### config.mk
export PLATFORM = sky130hd
export DESIGN_NAME = alu_sequencer
export DESIGN_NICKNAME = d
export VERILOG_FILES = /design/src/rtl/alu_pkg.sv /design/src/rtl/constants_pkg.sv /design/src/rtl/rr_arbiter2.sv /design/src/rtl/alu_sequencer.sv
export SDC_FILE = /design/constraint.sdc
export NUM_CORES = 1
export LEC_CHECK = 0
export CAP_MARGIN = 0
export CORE_ASPECT_RATIO = 1.2
export CORE_MARGIN = 5
export CORE_UTILIZATION = 46
export DETAILED_ROUTE_END_ITERATION = 7
export HOLD_SLACK_MARGIN = 0.08
export PLACE_DENSITY = 0.94
export SLEW_MARGIN = 20
export SYNTH_ARGS = -nofsm -noshare
export SYNTH_HDL_FRONTEND = slang
export SYNTH_HIERARCHICAL = 1
export SYNTH_SLANG_ARGS = --single-unit
export TNS_END_PERCENT = 100
### constraint.sdc
create_clock -name i_Clk -period 6.6 [get_ports i_Clk]
set_clock_uncertainty 0.05 [all_clocks]
set_input_delay 1.32 -clock i_Clk [delete_from_list [all_inputs] [get_ports i_Clk]]
set_output_delay 1.32 -clock i_Clk [all_outputs]
set_load 0.02 [all_outputs]
### src/rtl/alu_pkg.sv
// rtl/alu_pkg.sv - Argon ALU opcodes, flag bit indices and sequencer states
package alu_pkg;

    localparam logic [3:0] OP_ADD = 4'h0;
    localparam logic [3:0] OP_ADC = 4'h1;
    localparam logic [3:0] OP_SUB = 4'h2;
    localparam logic [3:0] OP_AND = 4'h3;
    localparam logic [3:0] OP_OR  = 4'h4;
    localparam logic [3:0] OP_XOR = 4'h5;

    localparam int F_CARRY = 0;
    localparam int F_ZERO  = 1;
    localparam int F_NEG   = 2;
    localparam int F_ERROR = 7;

    typedef enum logic [3:0] {
        IDLE,
        LATCH_A,
        LATCH_B,
        LATCH_OP,
        LATCH_F,
        COMPUTE,
        OUT_Y,
        OUT_F,
        RESP
    } seq_state_t;

endpackage

### src/rtl/constants_pkg.sv
// rtl/constants_pkg.sv - Argon bus command codes and word sizing
package constants_pkg;

    localparam int WORDSIZE = 16;

    typedef logic [WORDSIZE-1:0] word_t;

    // COM_NOP sits outside the ALU's decoded command range so an idle bus is inert
    typedef enum logic [2:0] {
        COM_LATCHA  = 3'd0,
        COM_LATCHB  = 3'd1,
        COM_LATCHOP = 3'd2,
        COM_LATCHF  = 3'd3,
        COM_COMPUTE = 3'd4,
        COM_OUTPUTY = 3'd5,
        COM_OUTPUTF = 3'd6,
        COM_NOP     = 3'd7
    } com_t;

endpackage

### src/rtl/rr_arbiter2.sv
// rtl/rr_arbiter2.sv - Two-way round-robin arbiter with last-grant pointer
module rr_arbiter2 (
    input  logic       i_Clk,
    input  logic       i_Reset,
    input  logic [1:0] i_Req,
    input  logic       i_Update,
    output logic       o_GrantValid,
    output logic       o_GrantId
);

    logic last_q;

    // On a tie the port that was not granted last wins
    always_comb begin
        o_GrantValid = |i_Req;
        o_GrantId    = (&i_Req) ? ~last_q : i_Req[1];
    end

    always_ff @(posedge i_Clk or posedge i_Reset) begin
        if (i_Reset) begin
            last_q <= 1'b1;
        end else if (i_Update) begin
            last_q <= o_GrantId;
        end
    end

endmodule

### src/rtl/alu_sequencer.sv
// rtl/alu_sequencer.sv - Two-requester front end driving the Argon ALU bus
module alu_sequencer
    import alu_pkg::*;
#(
    parameter int WORDSIZE = 16,
    parameter int FLAGW    = 8
) (
    input  logic                  i_Clk,
    input  logic                  i_Reset,
    input  logic                  i_Req0Valid,
    output logic                  o_Req0Ready,
    input  logic [WORDSIZE-1:0]   i_Req0A,
    input  logic [WORDSIZE-1:0]   i_Req0B,
    input  logic [3:0]            i_Req0Op,
    input  logic                  i_Req0LoadF,
    input  logic [FLAGW-1:0]      i_Req0Flags,
    input  logic                  i_Req1Valid,
    output logic                  o_Req1Ready,
    input  logic [WORDSIZE-1:0]   i_Req1A,
    input  logic [WORDSIZE-1:0]   i_Req1B,
    input  logic [3:0]            i_Req1Op,
    input  logic                  i_Req1LoadF,
    input  logic [FLAGW-1:0]      i_Req1Flags,
    output logic                  o_RespValid,
    input  logic                  i_RespReady,
    output logic                  o_RespId,
    output logic [WORDSIZE-1:0]   o_RespY,
    output logic [FLAGW-1:0]      o_RespFlags,
    output logic                  o_RespErr,
    output constants_pkg::com_t   o_BusCommand,
    output logic [WORDSIZE-1:0]   o_BusData,
    output logic                  o_BusValid,
    input  logic [WORDSIZE-1:0]   i_BusData,
    input  logic                  i_BusValid
);

    seq_state_t          state_q, state_d;
    logic                grant_valid, grant_id;
    logic                accept, resp_fire;
    logic [WORDSIZE-1:0] win_a;
    logic [WORDSIZE-1:0] a_q, b_q;
    logic [3:0]          op_q;
    logic                loadf_q;
    logic [FLAGW-1:0]    flags_q;

    rr_arbiter2 u_arb (
        .i_Clk        (i_Clk),
        .i_Reset      (i_Reset),
        .i_Req        ({i_Req1Valid, i_Req0Valid}),
        .i_Update     (accept),
        .o_GrantValid (grant_valid),
        .o_GrantId    (grant_id)
    );

    always_comb begin
        o_Req0Ready = 1'b0;
        o_Req1Ready = 1'b0;
        if (state_q == IDLE && !i_Reset && grant_valid) begin
            o_Req0Ready = ~grant_id;
            o_Req1Ready = grant_id;
        end
    end

    // Ready is only raised for a valid winner, so any ready is an accept
    assign accept    = o_Req0Ready | o_Req1Ready;
    assign resp_fire = o_RespValid & i_RespReady;
    assign win_a     = grant_id ? i_Req1A : i_Req0A;

    always_comb begin
        state_d = state_q;
        case (state_q)
            IDLE:     if (accept) state_d = LATCH_A;
            LATCH_A:  state_d = LATCH_B;
            LATCH_B:  state_d = LATCH_OP;
            LATCH_OP: state_d = loadf_q ? LATCH_F : COMPUTE;
            LATCH_F:  state_d = COMPUTE;
            COMPUTE:  state_d = OUT_Y;
            OUT_Y:    state_d = OUT_F;
            OUT_F:    state_d = RESP;
            RESP:     if (resp_fire) state_d = IDLE;
            default:  state_d = IDLE;
        endcase
    end

    always_ff @(posedge i_Clk or posedge i_Reset) begin
        if (i_Reset) begin
            state_q  <= IDLE;
            a_q      <= '0;
            b_q      <= '0;
            op_q     <= '0;
            loadf_q  <= 1'b0;
            flags_q  <= '0;
            o_RespId <= 1'b0;
        end else begin
            state_q <= state_d;
            if (accept) begin
                a_q      <= win_a;
                b_q      <= grant_id ? i_Req1B     : i_Req0B;
                op_q     <= grant_id ? i_Req1Op    : i_Req0Op;
                loadf_q  <= grant_id ? i_Req1LoadF : i_Req0LoadF;
                flags_q  <= grant_id ? i_Req1Flags : i_Req0Flags;
                o_RespId <= grant_id;
            end
        end
    end

    // Bus outputs are decoded from the next state so they line up with state_q
    always_ff @(posedge i_Clk or posedge i_Reset) begin
        if (i_Reset) begin
            o_BusCommand <= constants_pkg::COM_NOP;
            o_BusData    <= '0;
            o_BusValid   <= 1'b0;
            o_RespValid  <= 1'b0;
            o_RespY      <= '0;
            o_RespFlags  <= '0;
            o_RespErr    <= 1'b0;
        end else begin
            o_BusCommand <= constants_pkg::COM_NOP;
            o_BusData    <= '0;
            o_BusValid   <= 1'b0;
            o_RespValid  <= (state_d == RESP);
            case (state_d)
                LATCH_A: begin
                    o_BusCommand <= constants_pkg::COM_LATCHA;
                    o_BusData    <= win_a;
                    o_BusValid   <= 1'b1;
                end
                LATCH_B: begin
                    o_BusCommand <= constants_pkg::COM_LATCHB;
                    o_BusData    <= b_q;
                    o_BusValid   <= 1'b1;
                end
                LATCH_OP: begin
                    o_BusCommand <= constants_pkg::COM_LATCHOP;
                    o_BusData    <= WORDSIZE'(op_q);
                    o_BusValid   <= 1'b1;
                end
                LATCH_F: begin
                    o_BusCommand <= constants_pkg::COM_LATCHF;
                    o_BusData    <= WORDSIZE'(flags_q);
                    o_BusValid   <= 1'b1;
                end
                COMPUTE: o_BusCommand <= constants_pkg::COM_COMPUTE;
                OUT_Y:   o_BusCommand <= constants_pkg::COM_OUTPUTY;
                OUT_F:   o_BusCommand <= constants_pkg::COM_OUTPUTF;
                default: ;
            endcase
            if (state_q == OUT_Y) begin
                o_RespY <= i_BusValid ? i_BusData : '0;
                if (!i_BusValid) o_RespErr <= 1'b1;
            end
            if (state_q == OUT_F) begin
                o_RespFlags <= i_BusValid ? i_BusData[FLAGW-1:0] : '0;
                if (!i_BusValid) o_RespErr <= 1'b1;
            end
            if (resp_fire) o_RespErr <= 1'b0;
        end
    end

endmodule

-- Word-level counts from Yosys, hierarchy flattened
Index checks and enable logic that the tools add are counted.
W data, S select, Z words.
- $add $sub $neg: 0
- multipliers: 0
- div/mod/pow operators: 0
- order comparisons: 0
- equality and inequality tests: 16
- shift-type cells: 0
- muxes and demuxes: 22
- bitwise operators: 4
- reductions and logical operators: 7
- operators by type and width (operator ; number):
    $pmux W16 S4 ; 1
    $mux W16 ; 3
    $pmux W4 S9 ; 1
    $eq A4 B3 Y1 const B ; 8
    $pmux W3 S7 ; 1
    $eq A4 B2 Y1 const B ; 4
    $mux W8 ; 2
    $mux W4 ; 3
    $mux W1 ; 11
    $eq A4 B1 Y1 const B ; 2
    $eq A4 B4 Y1 const B ; 2
    $logic_not A4 Y1 ; 1
    $reduce_or A4 Y1 ; 1
    $logic_and A1 B1 Y1 ; 2
    $not A1 Y1 ; 2
    $reduce_and A2 Y1 ; 1
    $reduce_or A2 Y1 ; 1
    $and A1 B1 Y1 ; 1
    $logic_not A1 Y1 ; 1
    $or A1 B1 Y1 ; 1
- flip-flop bits (word level): 81
- latch bits: 0
- memory bits (writable): 0
- ROM bits: 0
- input port bits: 112
- output and inout port bits: 49
- memories kept: 0

-- Longest topological paths before layout
Gate-level depths: netlist of the first run.
- depth in word-level cells: 10
- gate-level depth with buffers: 7

-- Modules after synthesis
The synthesis of the first run kept the hierarchy.
- by module, submodules not included (module ; instances ; cells an instance ; area an instance (sq um) ; sequential area each (sq um)):
    alu_sequencer ; 1 ; 346 ; 3714.8 ; 2005.7
    rr_arbiter2 ; 1 ; 5 ; 62.6 ; 26.3

-- Worst setup path before layout of the first run
No wires, ideal clock.
- kind: input to output
- start point: input port i_Req1Valid
- end point: output port o_Req0Ready
- arrival time: 2755 ps
- setup slack: 2475 ps
- cell stages on the path: 7
- path buffers: 3
- cell sequence: or2_1 -> or4b_1 -> buf_2 -> or2_4 -> buf_6 -> buf_6 -> nor2_1
- longest elaborated chain between the ends: 4
- elaborated cells on any way between the ends: 6
- those cells by class: 2 x mux; 1 x bitwise; 3 x reduce/logical
- RTL lines (what ; RTL line ; RTL):
    start: declaration ; alu_sequencer.sv:17 ; input logic i_Req1Valid,
    $reduce_and A2 Y1 ; rr_arbiter2.sv:16 ; o_GrantId = (&i_Req) ? ~last_q : i_Req[1];
    $mux W1 ; rr_arbiter2.sv:16 ;
    $not A1 Y1 ; alu_sequencer.sv:59 ; o_Req0Ready = ~grant_id;
    $mux W1 * ; alu_sequencer.sv:58 ; if (state_q == IDLE && !i_Reset && grant_valid) begin
    end: declaration ; alu_sequencer.sv:11 ; output logic o_Req0Ready,
Every way passes the cells marked *; elsewhere a longest branch is shown, timed or not.

-- Worst setup path after layout of the first run
- start point: input port i_Req0Valid
- end point: output port o_Req1Ready
- longest elaborated chain between the ends: 3
- elaborated cells on any way between the ends: 5
- those cells by class: 2 x mux; 3 x reduce/logical
- RTL lines (what ; RTL line ; RTL):
    start: declaration ; alu_sequencer.sv:10 ; input logic i_Req0Valid,
    $reduce_or A2 Y1 ; rr_arbiter2.sv:15 ; o_GrantValid = |i_Req;
    named net grant_valid ; alu_sequencer.sv:38 ; logic grant_valid, grant_id;
    $logic_and A1 B1 Y1 ; alu_sequencer.sv:58 ;
    $mux W1 ; alu_sequencer.sv:58 ;
    end: declaration ; alu_sequencer.sv:18 ; output logic o_Req1Ready,
The timed path passes the listed nets, and every way through them passes these cells.

==> flow_summary.json, run 1 <==
{
  "synthFlopType": "dfrtp_1",
  "syn_nets": 463,
  "route.detailed.vias_per_inst": 5.49,
  "io_pins": 161,
  "cp_slowest_cell": "clkdlybuf4s50_1",
  "syn_area_per_cell_um2": 10.8,
  "drtAntennaViolNets": 0,
  "hold_viol": 0,
  "nNetsFinal": 606,
  "critPathMaxFanout": 40,
  "dieArea_mm2": 0.0101,
  "cp_slowest_stage_delay_ns": 0.64,
  "cp-end-kind": "output pin",
  "r2r_cells": 5,
  "tightest_slew_ns": 0.988,
  "netlist_instances": 351,
  "drcViolationCount": 0,
  "finalNonFillerCells": 594,
  "hold_path.class": "reg2reg",
  "grt_pass1_wl_um": 15900,
  "hold_ws_ns": 0.436,
  "clkLatencyLatePin_ns": 0.34,
  "yosysSeqAreaShare_pct": 53.8,
  "finalCriticalPeriod_ns": 5.52,
  "fmax_mhz": 181,
  "fin_crit_sh_pct": 83.7,
  "gr-total-overflow": 0,
  "drt_wl_total_um": 10200,
  "critPathMostFrequentCell": "clkdlybuf4s50_1",
  "syn_area_mm2": 0.00378,
  "grt_max_degree": 81,
  "root_buffer": "clkbuf_8",
  "drt_iter0_drc": 257,
  "cp.required_ns": 5.23,
  "cts.sinks": 81,
  "tns_ns": 0,
  "cts_max_path_buffers": 2,
  "cts_made_buffers": 9,
  "area_growth_pct": 48.8,
  "setup_violations": 0,
  "rows": 36,
  "cp.buffers_inverters": 4,
  "holdPathEnd": "o_RespY[13]",
  "rrSetupSlack_ns": 4.05,
  "cts_setup_buffers": 0,
  "maxCapViolations": 0,
  "avgRoutedWirePerCell_um": 17.2,
  "yosysWarnings": 6,
  "r2r-start": "state_q[1]",
  "async_flop_share_pct": 100,
  "pre_cts_slack_ns": 1.13,
  "htree_levels": 3,
  "cts_tree": "done",
  "postCtsHoldBufs": 0,
  "vias": 3262,
  "ys_seq_elements": 81,
  "synth_edf_count": 0,
  "hp-start": "o_RespY[13]",
  "clk_pin_slew_worst_paths_ns": 0.08,
  "drt_pass1_iterations": 4,
  "crit_path_start_kind": "primary input",
  "grt_use_total_pct": 20.1,
  "crit_chain": "clkdlybuf4s50_1, or2_1, or4b_1, buf_4, or2_4, inv_1, and2_1, clkdlybuf4s50_1",
  "path_class": "in2out",
  "outcome": "completed",
  "power_mw": 2.22,
  "crit_arrival_ns": 4.15,
  "die_height_um": 109,
  "die_w_um": 92.7,
  "place.port_buffers": 160,
  "crit_family": "buffers and inverters",
  "relSlewSlack_pct": 34.2,
  "drive_gt1_share_pct": 8.62,
  "slew_viol_final": 0,
  "routabilityCongestion": 0.821,
  "p_leak_nw": 2.39,
  "place_hpwl_um": 7660,
  "fp.coreArea_mm2": 0.00806,
  "holdPathStages": 2,
  "antenna_found_initial": 0,
  "r2r-end": "u_arb/last_q",
  "place_inst": 578,
  "rsz0062_at_grt": "false",
  "peakVddDrop_v": 0.000149,
  "layout_commonest_cell": "clkdlybuf4s50_1",
  "start_util_pct": 46.8,
  "fin_ws_ns": 1.08,
  "p_per_area_mw_per_mm2": 394,
  "cts_repair_resize_count": 0,
  "synth_cell_types": 39,
  "antennaDiodeCount": 0,
  "final_cell_mix": "clkdlybuf4s50_1, o21ai_0, dfrtp_1",
  "grt_pass1_vias": 3186
}
## per-stage QoR
stage	area, um2	utilization [%]
after global placement	5390	66.8
after floorplan	3780	-
after CTS	5620	69.7
after detailed placement	5390	66.8
after global routing	5620	69.7
final	5620	69.7
## cell usage after synthesis (2+ instances only)
library cell / n / area, um2
o21ai_0: 81 / 405
dfrtp_1: 77 / 1930
nand2_1: 45 / 169
mux2i_1: 41 / 410
clkbuf_1: 22 / 82.6
a221o_1: 8 / 80.1
nand3b_1: 8 / 60.1
o2bb2ai_2: 8 / 120
buf_2: 6 / 30.0
a21oi_1: 5 / 25.0
inv_1: 5 / 18.8
nor3_1: 5 / 25.0
dfstp_2: 4 / 105
mux2_2: 4 / 45.0
buf_6: 3 / 33.8
nor2_1: 3 / 11.3
mux2_4: 2 / 30.0
o21a_1: 2 / 15.0
xnor2_1: 2 / 17.5
## where the power goes
part           internal [mW]  total [mW]  switching (mW)  leakage, nW
Sequential             0.712       0.855           0.143         1.04
Combinational          0.449       0.958           0.509         1.24
Clock                  0.232       0.404           0.172        0.115
## per-layer routing
metal | track usage, % | vias up | wire length, um
met4 | 7.12 | 0 | 180
met2 | 34.5 | 163 | 5080
li1 | - | 1530 | -
met5 | 0 | - | 0
met1 | 24.8 | 1551 | 4110
met3 | 4.69 | 18 | 856
## cell families after synthesis
family	after synthesis	synth area share, %
multiplexers	47	12.9
XOR/XNOR	3	0.696
AO/OA/AOI/OAI	112	18.9
flip-flops	81	53.8
AND/OR/NAND/NOR	72	9.41
buffers and inverters	36	4.37
## area by class of cell
class                      instances  area [um2]
fill                             588        2440
sequential                        81        2030
timing repair buffer             163        1620
multi-input combinational        234        1600
clock buffer                      11         151
tap                               95         119
clock inverter                     5        77.6
inverter                           5        20.0
## how the worst max path moves through the flow
stage,start,slack (ns),endpoint,cells after the start
after detailed placement,i_Req0Valid,1.13,o_Req1Ready,8
after floorplan,i_Req1Valid,2.47,o_Req0Ready,7
after CTS,i_Req0Valid,1.12,o_Req1Ready,8
after global routing,i_Req0Valid,0.99,o_Req1Ready,8
after global placement,i_Req0Valid,1.15,o_Req1Ready,8
final,i_Req0Valid,1.08,o_Req1Ready,8
## worst reg2reg max path: cells and delay by family (launching register included)
family	cells	cell delay [ns]
buffers and inverters	2	0.52
flip-flops	1	0.59
multiplexers	1	0.32
AND/OR/NAND/NOR	2	1.02
## state kept, by name, indices dropped and copies added, names as in the netlist
| name | flops |
|---|---|
| b_q | 16 |
| op_q | 4 |
| o_RespY | 16 |
| o_RespId | 1 |
| o_BusData | 16 |
| o_BusValid | 1 |
| o_RespFlags | 8 |
| o_BusCommand | 3 |
| state_q | 4 |
| o_RespValid | 1 |
| loadf_q | 1 |
| o_RespErr | 1 |
| u_arb/last_q | 1 |
| flags_q | 8 |
No activity file was read; power rests on OpenSTA's default activity.
==> run 2, diff against run 1 <==
--- a/config.mk
+++ b/config.mk
@@ -8,10 +8,10 @@
 export CAP_MARGIN = 0
 export CORE_ASPECT_RATIO = 1.2
 export CORE_MARGIN = 5
-export CORE_UTILIZATION = 46
+export CORE_UTILIZATION = 43
 export DETAILED_ROUTE_END_ITERATION = 7
 export HOLD_SLACK_MARGIN = 0.08
-export PLACE_DENSITY = 0.94
+export PLACE_DENSITY = 0.89
 export SLEW_MARGIN = 20
 export SYNTH_ARGS = -nofsm -noshare
 export SYNTH_HDL_FRONTEND = slang
==> constraint.sdc (replaced) <==
create_clock -name i_Clk -period 5.65 [get_ports i_Clk]
set_clock_uncertainty 0.05 [all_clocks]
set_input_delay 1.13 -clock i_Clk [delete_from_list [all_inputs] [get_ports i_Clk]]
set_output_delay 1.13 -clock i_Clk [all_outputs]
set_load 0.02 [all_outputs]
==> run 2 against run 1 <==
Non-clock buffer count is the same. Sequential power grew 17%. Setup slack lost 0.31 ns. Critical endpoint unchanged. Die area grew 6.3%. Clock power grew 9.2%. Hold slack is essentially flat. First-iteration DRC count shrank 23%. Via count shrank 1.5%. Clock-buffer cell count shrank 1. Global-route usage shrank 0.45 points. Total power grew 15%. Cell area grew 0.16%.
==> flow_summary.json, run 2 (same netlist as run 1, synthesis figures left out) <==
{
  "reg_top3": "b_q: 16 flops, o_BusData: 16 flops, o_RespY: 16 flops",
  "rows": 37,
  "crit_arrival_ns": 3.70,
  "place_inst": 600,
  "setup_violations": 0,
  "rsz0062_at_grt": "false",
  "grt_pass1_wl_um": 16600,
  "cp.required_ns": 4.47,
  "drcViolationCount": 0,
  "start_util_pct": 44.1,
  "critPathMaxFanout": 40,
  "p_leak_nw": 2.38,
  "drt_wl_total_um": 10400,
  "cp_slowest_cell": "clkdlybuf4s50_1",
  "slew_viol_final": 0,
  "crit_chain": "clkdlybuf4s50_1, or2_1, or4b_1, or2_4, inv_1, and2_1, clkdlybuf4s50_1",
  "hold_path.class": "reg2reg",
  "cp-end-kind": "output pin",
  "area_growth_pct": 49.1,
  "drt_iter0_drc": 198,
  "vias": 3214,
  "critPathMostFrequentCell": "clkdlybuf4s50_1",
  "place.port_buffers": 160,
  "nNetsFinal": 606,
  "finalNonFillerCells": 616,
  "place_hpwl_um": 7990,
  "seq_power_share_pct": 39.1,
  "io_pins": 161,
  "grt_pass1_vias": 3287,
  "holdPathStages": 2,
  "drtAntennaViolNets": 0,
  "relSlewSlack_pct": 30.9,
  "antenna_found_initial": 0,
  "finalCriticalPeriod_ns": 4.88,
  "p_per_area_mw_per_mm2": 453,
  "maxCapViolations": 0,
  "fmax_mhz": 205,
  "switching_share_pct": 37.2,
  "r2r_cells": 3,
  "pwr-share-comb_pct": 43.6,
  "clk_pin_slew_worst_paths_ns": 0.07,
  "pre_cts_slack_ns": 0.765,
  "dieArea_mm2": 0.0108,
  "routabilityCongestion": 0.821,
  "p_int_mw": 1.60,
  "htree_levels": 3,
  "hold_viol": 0,
  "drive_gt1_share_pct": 8.42,
  "die_height_um": 113,
  "route.detailed.vias_per_inst": 5.22,
  "cts_setup_buffers": 0,
  "power_switching_mw": 0.948,
  "avgRoutedWirePerCell_um": 16.8,
  "grt_use_total_pct": 19.6,
  "cts_repair_resize_count": 0,
  "fp.coreArea_mm2": 0.00856,
  "clock_power_share_pct": 17.3,
  "postCtsHoldBufs": 0,
  "root_buffer": "clkbuf_8",
  "fin_crit_sh_pct": 86.4,
  "tns_ns": 0,
  "die_w_um": 95.6,
  "outcome": "completed",
  "cts_tree": "done",
  "path_class": "in2out",
  "tightest_slew_ns": 1.03,
  "cts_made_buffers": 9,
  "gr-total-overflow": 0,
  "cp_slowest_stage_delay_ns": 0.63,
  "drt_pass1_iterations": 5,
  "layout_commonest_cell": "clkdlybuf4s50_1",
  "final_cell_mix": "clkdlybuf4s50_1, o21ai_0, dfrtp_1",
  "grt_max_degree": 81,
  "cts_max_path_buffers": 2,
  "crit_path_start_kind": "primary input",
  "antennaDiodeCount": 0,
  "hold_ws_ns": 0.436,
  "cts.sinks": 81,
  "fin_ws_ns": 0.767,
  "clkLatencyLatePin_ns": 0.34,
  "peakVddDrop_v": 0.000178,
  "power_mw": 2.55
}
run 2: cell types whose count changed in the layout (fill, tap and decap cells not counted):
cell | before | now
clkbuf_8 | 11 | 9
clkbuf_1 | 0 | 1
clkinv_2 | 3 | 4
run 2: routing by layer:
metal / GRT usage (%) / part of all wire [%] / wire length [um]
met4: 6.45 / 1.8 / 184
met3: 5.23 / 9.0 / 930
met2: 33.8 / 51 / 5320
met5: 0 / 0 / 0
met1: 23.4 / 38 / 3910
run 2: worst paths after layout:
kind / start / endpoint / slack, ns
max reg2reg: state_q[2] / o_BusData[4] / 3.20
min: o_RespY[9] / o_RespY[9] / 0.44
max in group asynchronous: i_Reset / b_q[5] / 3.52
min in group asynchronous: i_Reset / u_arb/last_q / 1.11
max: i_Req0Valid / o_Req1Ready / 0.77
min reg2reg: o_RespY[9] / o_RespY[9] / 0.44
run 2: metrics by stage:
stage / util, % / instance area (um2)
floorplan: - / 3780
global placement: 63.2 / 5420
detailed placement: 63.2 / 5420
CTS: 65.7 / 5630
global route: 65.7 / 5630
finish: 65.7 / 5630
run 2: final cells by class:
class                           count  area, um2
Inverter                            5       20.0
Tap cell                          117        146
Multi-Input combinational cell    234       1600
Sequential cell                    81       2030
Timing Repair Buffer              163       1620
Fill cell                         674       2930
Clock inverter                      6       82.6
Clock buffer                       10        128
run 2: power groups by stage:
| stage | Clock [mW] | Sequential [mW] | Combinational (mW) |
|---|---|---|---|
| after CTS | 0.451 | 0.994 | 1.12 |
| after global routing | 0.476 | 1.03 | 1.21 |
| after detailed placement | 0 | 1.01 | 1.12 |
| final | 0.441 | 0.997 | 1.11 |
| after floorplan | 0 | 1.09 | 0.569 |
| after global placement | 0 | 0.989 | 1.08 |
run 2: critical path, delay by kind of cell:
kind | cells | cell delay (ns)
AND/OR/NAND/NOR | 4 | 1.16
buffers and inverters | 3 | 1.41
==> run 3, diff against run 2 <==
--- a/config.mk
+++ b/config.mk
@@ -8,10 +8,10 @@
 export CAP_MARGIN = 0
 export CORE_ASPECT_RATIO = 1.2
 export CORE_MARGIN = 5
-export CORE_UTILIZATION = 43
+export CORE_UTILIZATION = 45
 export DETAILED_ROUTE_END_ITERATION = 7
 export HOLD_SLACK_MARGIN = 0.08
-export PLACE_DENSITY = 0.89
+export PLACE_DENSITY = 0.92
 export SLEW_MARGIN = 20
 export SYNTH_ARGS = -nofsm -noshare
 export SYNTH_HDL_FRONTEND = slang
==> constraint.sdc (replaced) <==
create_clock -name i_Clk -period 6.3 [get_ports i_Clk]
set_clock_uncertainty 0.05 [all_clocks]
set_input_delay 1.26 -clock i_Clk [delete_from_list [all_inputs] [get_ports i_Clk]]
set_output_delay 1.26 -clock i_Clk [all_outputs]
set_load 0.02 [all_outputs]
==> run 3 against run 2 <==
Via count down 1.1%. Non-clock buffer count unchanged. Die area shrank 4.0%. Combinational power fell by 11%. Clock-buffer cell count is 2 higher. Register-to-register slack improved by 0.58 ns. First-iteration DRC count is 16% lower. Clock power down 17%. Final cell count fell by 0.49%. Total power shrank 12%. Critical path depth is 1 higher. Largest cell class unchanged. Highest routed layer unchanged.
==> flow_summary.json, run 3 (same netlist as run 1, synthesis figures left out) <==
{
  "setup_violations": 0,
  "cp.required_ns": 4.99,
  "outcome": "completed",
  "antennaDiodeCount": 0,
  "cts_max_path_buffers": 2,
  "drcViolationCount": 0,
  "hold_ws_ns": 0.432,
  "htree_levels": 3,
  "crit_path_start_kind": "primary input",
  "avgRoutedWirePerCell_um": 15.9,
  "die_w_um": 93.6,
  "cts.sinks": 81,
  "clkLatencyLatePin_ns": 0.34,
  "p_per_area_mw_per_mm2": 401,
  "clock_power_share_pct": 16.2,
  "grt_pass1_wl_um": 15300,
  "cts_setup_buffers": 0,
  "route.detailed.vias_per_inst": 5.19,
  "grt_pass1_vias": 3158,
  "die_height_um": 110,
  "drtAntennaViolNets": 0,
  "clk_pin_slew_worst_paths_ns": 0.07,
  "switching_share_pct": 37.4,
  "crit_path_start": "i_Req0Valid",
  "antenna_found_initial": 0,
  "tns_ns": 0,
  "seq_power_share_pct": 39.7,
  "start_util_pct": 46.3,
  "routabilityCongestion": 0.840,
  "drive_gt1_share_pct": 8.02,
  "hold_path.class": "reg2reg",
  "tightest_slew_ns": 1.08,
  "hp-start": "o_RespFlags[5]",
  "final_cell_mix": "clkdlybuf4s50_1, o21ai_0, dfrtp_1",
  "finalCriticalPeriod_ns": 5.37,
  "rows": 36,
  "maxCapViolations": 0,
  "place_hpwl_um": 7630,
  "drt_wl_total_um": 9720,
  "dieArea_mm2": 0.0103,
  "hold_viol": 0,
  "cts_tree": "done",
  "p_int_mw": 1.41,
  "gr-total-overflow": 0,
  "area_growth_pct": 48.3,
  "fp.coreArea_mm2": 0.00815,
  "nNetsFinal": 606,
  "drt_iter0_drc": 166,
  "place.port_buffers": 160,
  "power_switching_mw": 0.841,
  "fmax_mhz": 186,
  "postCtsHoldBufs": 0,
  "drt_pass1_iterations": 4,
  "cts_made_buffers": 9,
  "relSlewSlack_pct": 27.5,
  "critPathMaxFanout": 40,
  "crit_arrival_ns": 4.06,
  "cp-end-kind": "output pin",
  "root_buffer": "clkbuf_8",
  "p_leak_nw": 2.37,
  "pwr-share-comb_pct": 44.1,
  "reg_top3": "b_q: 16 flops, o_BusData: 16 flops, o_RespY: 16 flops",
  "rsz0062_at_grt": "false",
  "io_pins": 161,
  "layout_commonest_cell": "clkdlybuf4s50_1",
  "fin_crit_sh_pct": 85.2,
  "vias": 3180,
  "peakVddDrop_v": 0.000196,
  "path_class": "in2out",
  "slew_viol_final": 0,
  "grt_max_degree": 66,
  "grt_use_total_pct": 19.1,
  "cts_repair_resize_count": 0,
  "r2r-start": "state_q[1]"
}
==> run 3: changes by cell type in the layout (fill, tap and decap cells not counted) <==
cell	before	now
clkbuf_1	1	2
clkbuf_8	9	10
clkinvlp_4	1	0
bufinv_16	2	1
nand4bb_2	1	0
nand4bb_1	0	1
==> run 3: path summary, 6_finish.rpt <==
kind                                  end  slack (ns)  depth (start not counted)
max                           o_Req1Ready        0.93                          8
min reg2reg                o_RespFlags[5]        0.43                          2
max in group asynchronous      flags_q[5]        3.99                          3
min in group asynchronous    o_BusData[3]        1.16                          2
min                        o_RespFlags[5]        0.43                          2
max reg2reg                  u_arb/last_q        3.78                          5
==> run 3: critical path: stages <==
cell,delay (ns)
clkdlybuf4s50_1,0.52
or2_1,0.13
or4b_1,0.43
buf_4,0.24
or2_4,0.41
inv_1,0.23
and2_1,0.18
clkdlybuf4s50_1,0.63
==> run 3: power groups by stage <==
stage	Sequential, mW	Combinational [mW]	Clock [mW]
floorplan	0.979	0.511	0
global placement	0.884	0.969	0
detailed placement	0.903	1.00	0
CTS	0.892	1.00	0.372
global route	0.920	1.08	0.397
finish	0.891	0.991	0.365
==> run 3: stage by stage <==
stage	setup WS (ns)	power [mW]	util [%]	cells	instance area (um2)
after global placement	0.972	1.85	66.4	597	5410
after detailed placement	0.948	1.90	66.4	597	5410
after floorplan	2.29	1.49	-	351	3780
after global routing	0.791	2.39	68.7	613	5600
final	0.930	2.25	68.7	613	5600
after CTS	0.930	2.27	68.7	613	5600
==> run 3: layout make-up <==
| cell class | instances | area, um2 |
|---|---|---|
| Multi-Input combinational cell | 234 | 1590 |
| Fill cell | 621 | 2550 |
| Clock buffer | 12 | 145 |
| Inverter | 5 | 20.0 |
| Tap cell | 114 | 143 |
| Timing Repair Buffer | 163 | 1620 |
| Sequential cell | 81 | 2030 |
| Clock inverter | 4 | 45.0 |
==> run 3: per-layer routing <==
layer | track usage, % | vias up | wire length [um] | part of all wire (%)
li1 | - | 1531 | - | -
met5 | 0 | - | 0 | 0
met2 | 34.0 | 135 | 5110 | 53
met4 | 6.19 | 0 | 156 | 1.6
met3 | 4.28 | 11 | 739 | 7.6
met1 | 23.0 | 1503 | 3710 | 38
